[src/rtl/zero_trunc_adder_pkg.sv]
// Shared default sizing for the zero-truncation approximate adder.
package zero_trunc_adder_pkg;

  localparam int unsigned N_DEF     = 4;
  localparam int unsigned K_DEF     = 2;
  localparam int unsigned CNT_W_DEF = 16;

endpackage

[src/rtl/zero_trunc_adder_fa.sv]
// One-bit full adder cell used for the exact upper section of the adder.
module full_adder_1b (
  input  logic a,
  input  logic b,
  input  logic cin,
  output logic sum,
  output logic cout
);

  assign sum  = a ^ b ^ cin;
  assign cout = (a & b) | (cin & (a ^ b));

endmodule

[src/rtl/zero_trunc_adder.sv]
// Approximate adder: low K bits forced to zero with no carry into bit K, exact ripple above;
// tracks how often and by how much the result differs from the exact sum.
module zero_trunc_adder
  import zero_trunc_adder_pkg::*;
#(
  parameter int unsigned N     = N_DEF,
  parameter int unsigned K     = K_DEF,
  parameter int unsigned CNT_W = CNT_W_DEF
) (
  input  logic             i_Clk,
  input  logic             i_Rst,
  input  logic [N-1:0]     i_A,
  input  logic [N-1:0]     i_B,
  input  logic             i_Valid,
  output logic [N-1:0]     o_Sum,
  output logic             o_Cout,
  output logic             o_Valid,
  output logic [CNT_W-1:0] o_ErrCnt,
  output logic [N:0]       o_ErrMax
);

  logic [N:K]       carry;
  logic [N-1:0]     approx_sum;
  logic [N:0]       exact;
  logic [N:0]       err_mag;

  logic [N-1:0]     sum_q,    sum_d;
  logic             cout_q,   cout_d;
  logic             valid_q,  valid_d;
  logic [CNT_W-1:0] errcnt_q, errcnt_d;
  logic [N:0]       errmax_q, errmax_d;

  assign carry[K] = 1'b0;

  for (genvar i = 0; i < int'(N); i++) begin : g_bit
    if (i < int'(K)) begin : g_apx
      assign approx_sum[i] = 1'b0;
    end else begin : g_exact
      full_adder_1b u_fa (
        .a    (i_A[i]),
        .b    (i_B[i]),
        .cin  (carry[i]),
        .sum  (approx_sum[i]),
        .cout (carry[i+1])
      );
    end
  end

  // Truncation only drops value, so exact minus approximate is never negative.
  assign exact   = {1'b0, i_A} + {1'b0, i_B};
  assign err_mag = exact - {carry[N], approx_sum};

  always_comb begin
    sum_d    = sum_q;
    cout_d   = cout_q;
    valid_d  = 1'b0;
    errcnt_d = errcnt_q;
    errmax_d = errmax_q;
    if (i_Valid) begin
      sum_d   = approx_sum;
      cout_d  = carry[N];
      valid_d = 1'b1;
      if ((err_mag != '0) && (errcnt_q != '1)) begin
        errcnt_d = errcnt_q + CNT_W'(1);
      end
      if (err_mag > errmax_q) begin
        errmax_d = err_mag;
      end
    end
  end

  always_ff @(posedge i_Clk) begin
    if (i_Rst) begin
      sum_q    <= '0;
      cout_q   <= 1'b0;
      valid_q  <= 1'b0;
      errcnt_q <= '0;
      errmax_q <= '0;
    end else begin
      sum_q    <= sum_d;
      cout_q   <= cout_d;
      valid_q  <= valid_d;
      errcnt_q <= errcnt_d;
      errmax_q <= errmax_d;
    end
  end

  assign o_Sum    = sum_q;
  assign o_Cout   = cout_q;
  assign o_Valid  = valid_q;
  assign o_ErrCnt = errcnt_q;
  assign o_ErrMax = errmax_q;

endmodule

[config.mk]
export PLATFORM = sky130hd
export DESIGN_NAME = zero_trunc_adder
export DESIGN_NICKNAME = d
export VERILOG_FILES = /design/src/rtl/zero_trunc_adder_pkg.sv /design/src/rtl/zero_trunc_adder_fa.sv /design/src/rtl/zero_trunc_adder.sv
export SDC_FILE = /design/constraint.sdc
export NUM_CORES = 1
export LEC_CHECK = 0
export CAP_MARGIN = 20
export CORE_UTILIZATION = 48
export DETAILED_ROUTE_END_ITERATION = 8
export PLACE_DENSITY = 0.8
export SYNTH_ARGS = -nofsm -noshare
export SYNTH_HDL_FRONTEND = slang
export SYNTH_SLANG_ARGS = --single-unit
[constraint.sdc]
create_clock -name i_Clk -period 4.1 [get_ports i_Clk]
set_input_delay 0.615 -clock i_Clk [delete_from_list [all_inputs] [get_ports i_Clk]]
set_output_delay 0.615 -clock i_Clk [all_outputs]
set_load 0.02 [all_outputs]
Word level (Yosys, flattened, before mapping)
Cells that the tools add are included.
Cells by class
  $add $sub $neg: 3
  magnitude comparators: 1
  equality and inequality tests: 1
  multiplexer cells: 1
  bitwise operators: 7
  reduce and logical (&&, ||, !) cells: 4
Operator list (number)
  16-bit by 1-bit adder with 16-bit output (second input constant): 1
  16-bit inequality test (second input constant): 1
  4-bit by 4-bit adder with 5-bit output: 1
  5-bit > comparator: 1
  5-bit nonzero test: 1
  5-bit subtractor: 1
  2-bit AND reduction: 2
  1-bit AND: 3
  1-bit bitwise XOR: 3
  1-bit logical AND: 1
  1-bit two-way mux: 1
  1-bit bitwise OR: 1
Word-level totals
  register bits: 25
  output and inout port bits: 27
  word-level logic and storage cells: 22

Depth between registers and ports, before layout
  depth in word-level cells: 7
  mapped depth: 13

By module
From an unflattened synthesis, not the netlist that was laid out.
Unflattened totals
  cells, all modules: 187
  area total of the unflattened synthesis: 1571.5 µm²
By module, submodules not included
  zero_trunc_adder: times used 1, cells each 185, area an instance 1531.5 µm², sequential area each 500.5 µm²
  full_adder_1b: times used 2, cells each 1, area an instance 20.0 µm², sequential area each 0.0 µm²

Worst setup path before layout
OpenSTA, ideal clock, no wires.
  path kind: in2reg
  start: input port i_A[2]
  end: register errmax_q[3], in the netlist o_ErrMax[3]
  setup time: 0.128 ns
  data arrival time: 3.218 ns
  required time: 3.972 ns
  slack: 0.755 ns
  stages: 12
  buffers on the path: 1
  cells stage by stage: ha_1 > xnor2_1 > ha_1 > a21oi_1 > xnor2_1 > buf_2 > ha_1 > a21oi_1 > o21ai_0 > o21ai_1 > mux2i_1 > nor2_1
On the way
  elaborated cells on any way between the ends: 9
  those cells by class: add/sub (2); order compare (1); bitwise (5); reduce/logical (1)
RTL lines
  start: declaration: line zero_trunc_adder.sv:12  | input logic [N-1:0] i_A,
  parallel branches: the longest is 2 deep, another holds 4-bit by 4-bit adder with 5-bit output
  5-bit subtractor *: line zero_trunc_adder.sv:51  | assign err_mag = exact - {carry[N], approx_sum};
  named net err_mag[3]: line zero_trunc_adder.sv:25  | logic [N:0] err_mag;
  5-bit > comparator: line zero_trunc_adder.sv:66  | if (err_mag > errmax_q) begin
  2-bit AND reduction (no source line)
  end signal: assignment: line zero_trunc_adder.sv:84  | errmax_q <= errmax_d;
  end: declaration: line zero_trunc_adder.sv:31  | logic [N:0] errmax_q, errmax_d;
Mark *: on every way through the listed nets, which the timed path passes.
A chain may end at the register's enable or synchronous reset.

Worst setup path after layout
  start: input port i_A[2]
  end: register errmax_q[2], in the netlist o_ErrMax[2]
On the way
  elaborated cells on any way between the ends: 9
  those cells by class: add/sub (2); order compare (1); bitwise (5); reduce/logical (1)
RTL lines
  1-bit bitwise XOR *
  named net g_bit[2].g_exact.u_fa.sum: line zero_trunc_adder_fa.sv:6  | output logic sum,
  5-bit subtractor *: line zero_trunc_adder.sv:51
  5-bit > comparator: line zero_trunc_adder.sv:66
  2-bit AND reduction (no source line)
Mark *: on every way through the listed nets, which the timed path passes. The rest lies on a longest branch.

==> flow_summary.ini <==
[cells_and_area]
area_growth_pct = 25.29
fin_nets = 232
utilization_pct = 65.83
finalNonFillerCells = 237
drive_gt1_share_pct = 6.796
fill_cells = 253
num_antenna_cells = 0

[power_and_ir_drop]
leakage_nw = 0.7400
powerDensity_nw_per_um2 = 336.1
irDropWorstVdd_mv = 0.2748

[yosys]
synth_cell_types = 39
seq_area_frac_synth_pct = 33.39
synth_top_area_share_pct = 33.39
yosys_warnings = 0
syn_area_um2 = 1499
synthArstFlopShare_pct = 0
ys_seq_elements = 25
ys.flop_type = dfxtp_1
synth_edf_count = 0
syn_inst = 173
synth.largest_area_cell = dfxtp_1
synth_area_leaders = dfxtp_1, ha_1, xor2_1, nor2_1, mux2i_1
syn_area_per_cell_um2 = 8.664

[run_status]
violations = design-rule violations
outcome = finished, violations left

[sta]
finalCritPeriodShare_pct = 82.01
rsz0062_at_grt = false
tightest_slew_ps = 919.6
clock.fmax_mhz = 297.4
fin_crit_ps = 3363
setup_viol = 0
relSlewSlack_pct = 38.50
final_hold_viol_count = 0
worst_clock_skew_ps = 7.112
slew_violations = 0
tns_ps = 0

[clocking]
cts.clk_slew.worst_paths_ps = 130
cts_hold_buf = 0
cts_root_buf = clkbuf_4
post_cts_resize_count = 0
cts_sinks = 25
cts_tree = done
insertion_delay_ps = 320
clock_path_buffers = 2
post_cts_buffers = 0
htreeDepth = 1
cts-buffers-inserted = 3

[floorplan]
start_util_pct = 52.54
die_x_um = 57.88
core_um2 = 2853
fp.dieArea_um2 = 3350
rows = 19
die_h_um = 57.88
ioPinCount = 38

[placement]
place.gp.congestion = 0.7868
dp.cells = 233
dp_hpwl_um = 2365
place.port_buffers = 35

[critical_path]
cp.required_ps = 4290
reg2reg_depth = 7
path_max_fanout = 6
worstSetupEndpointType = flip-flop
path_class = input port to flip-flop
cp-start-kind = input port
critPathArrivalTime_ps = 3560

[routing]
wire_per_inst_um = 13.19
drt-initial-drc-count = 30
detail-route-antenna-nets = 0
first_pass_iters = 6
drc = 1
viasPerCell = 5.506
finalWirelength_um = 3127
via_count = 1305

[grt]
overflow = 0
grt_pass1_wl_um = 5388
grt_pass1_vias = 1262
grt_max_degree = 28
grt_use_total_pct = 20.80
antenna_found_initial = 0

[min_path]
hold_path.class = flip-flop to flip-flop
whs_path_depth = 2

[job]
drv_cap = 0
-- final cells by class --
| type | count | area [µm²] | share of cell area, % |
|---|---|---|---|
| Clock buffer | 4 | 26.28 | 1.399 |
| Inverter | 15 | 56.30 | 2.998 |
| Multi-Input combinational cell | 126 | 898.4 | 47.83 |
| Sequential cell | 25 | 500.5 | 26.65 |
| Tap cell | 31 | 38.79 | 2.065 |
| Timing Repair Buffer | 36 | 357.8 | 19.05 |
-- critical path, cell delays in order --
cell and delay (ps):
clkdlybuf4s50_1 460, ha_1 350, xnor2_1 140, ha_1 340, a21oi_1 190, xnor2_1 170, ha_1 270, a21oi_1 110
o21ai_0 90, o21ai_1 500, mux2i_1 270, nor2_1 50
-- cells in the mapped netlist, types with 2 or more instances --
cell type,count
xor2_1,11
nor3_1,4
nand4_1,3
ha_1,13
buf_2,2
a211oi_1,3
nor4_1,4
nor2b_1,4
nand2b_1,2
o21ai_1,6
nor3b_1,2
dfxtp_1,25
clkbuf_1,3
buf_4,2
o21ai_4,2
nand3_1,5
a21oi_1,5
nor2_1,23
xnor2_1,3
or3_1,2
o21ai_0,6
nand2_1,7
mux2i_1,6
inv_1,15
-- registers in the layout, summed over array words and instances, names as in the netlist --
| signal | count |
|---|---|
| o_Sum | 2 |
| o_ErrCnt | 16 |
| o_ErrMax | 5 |
| o_Cout | 1 |
| o_Valid | 1 |
-- kinds of logic (layout without fill, tap and decap cells) --
family          after synthesis  count (layout)  synth area share (%)
compound gates               27              27                 12.94
xor+xnor                     14              14                 8.180
fa+ha+maj                    14              14                 12.19
buf+inv                      23              55                 6.928
flops                        25              25                 33.39
mux                           7               7                 5.008
other cells                   1               2                0.2502
simple gates                 62              62                 21.12
-- cell usage in the layout (no fill, tap or decap), types with 2 or more instances in the layout --
master / Yosys / final
a211oi_1: 3 / 3
a21oi_1: 5 / 5
clkbuf_4: 0 / 3
clkdlybuf4s50_1: 0 / 35
conb_1: 1 / 2
dfxtp_1: 25 / 25
ha_1: 13 / 13
inv_1: 15 / 15
mux2i_1: 6 / 6
nand2_1: 7 / 7
nand2b_1: 2 / 2
nand3_1: 5 / 5
nand4_1: 3 / 3
nor2_1: 23 / 23
nor2b_1: 4 / 4
nor3_1: 4 / 4
nor3b_1: 2 / 2
nor4_1: 4 / 4
o21ai_0: 6 / 6
o21ai_1: 6 / 6
o21ai_4: 2 / 2
or3_1: 2 / 2
xnor2_1: 3 / 3
xor2_1: 11 / 11
-- report_power, final --
group / internal, mW / switching [mW]
registers: 0.262 / 0.0151
logic: 0.109 / 0.135
clock network: 0.0381 / 0.0727
total: 0.409 / 0.222
-- final timing paths --
| kind | from | endpoint | slack, ps |
|---|---|---|---|
| worst max-delay path | i_A[2] | o_ErrMax[2]$_SDFFE_PP0P_ | 740 |
| worst min-delay path | o_Cout$_SDFFE_PP0P_ | o_Cout$_SDFFE_PP0P_ | 500 |
| worst min register to register | o_Cout$_SDFFE_PP0P_ | o_Cout$_SDFFE_PP0P_ | 500 |
| worst max register to register | o_ErrCnt[0]$_SDFFE_PP0P_ | o_ErrCnt[5]$_SDFFE_PP0P_ | 2050 |
-- layer usage --
layer  track usage [%]  wire (µm)  vias to the layer above  part of all wire, %
li1                  -          -                      657                    -
met1             24.30       1331                      610                   43
met2             36.45       1602                       27                   51
met3             4.688        116                       11                  3.7
met4             8.844         76                        0                  2.4
met5                 0          0                        -                    0
-- stage by stage --
step                      total power, mW  hold slack [ps]  area (µm²)  setup slack (ps)
final                              0.6312            500.7        1878             737.4
after detailed placement           0.5238            486.9        1852             377.4
after global routing               0.6718            538.4        1878             449.6
after floorplan                    0.4458            549.3        1503             754.7
after CTS                          0.6362            504.4        1878             735.6
after global placement             0.5129            469.3        1852             556.5
(Power assumes the default switching activity.)
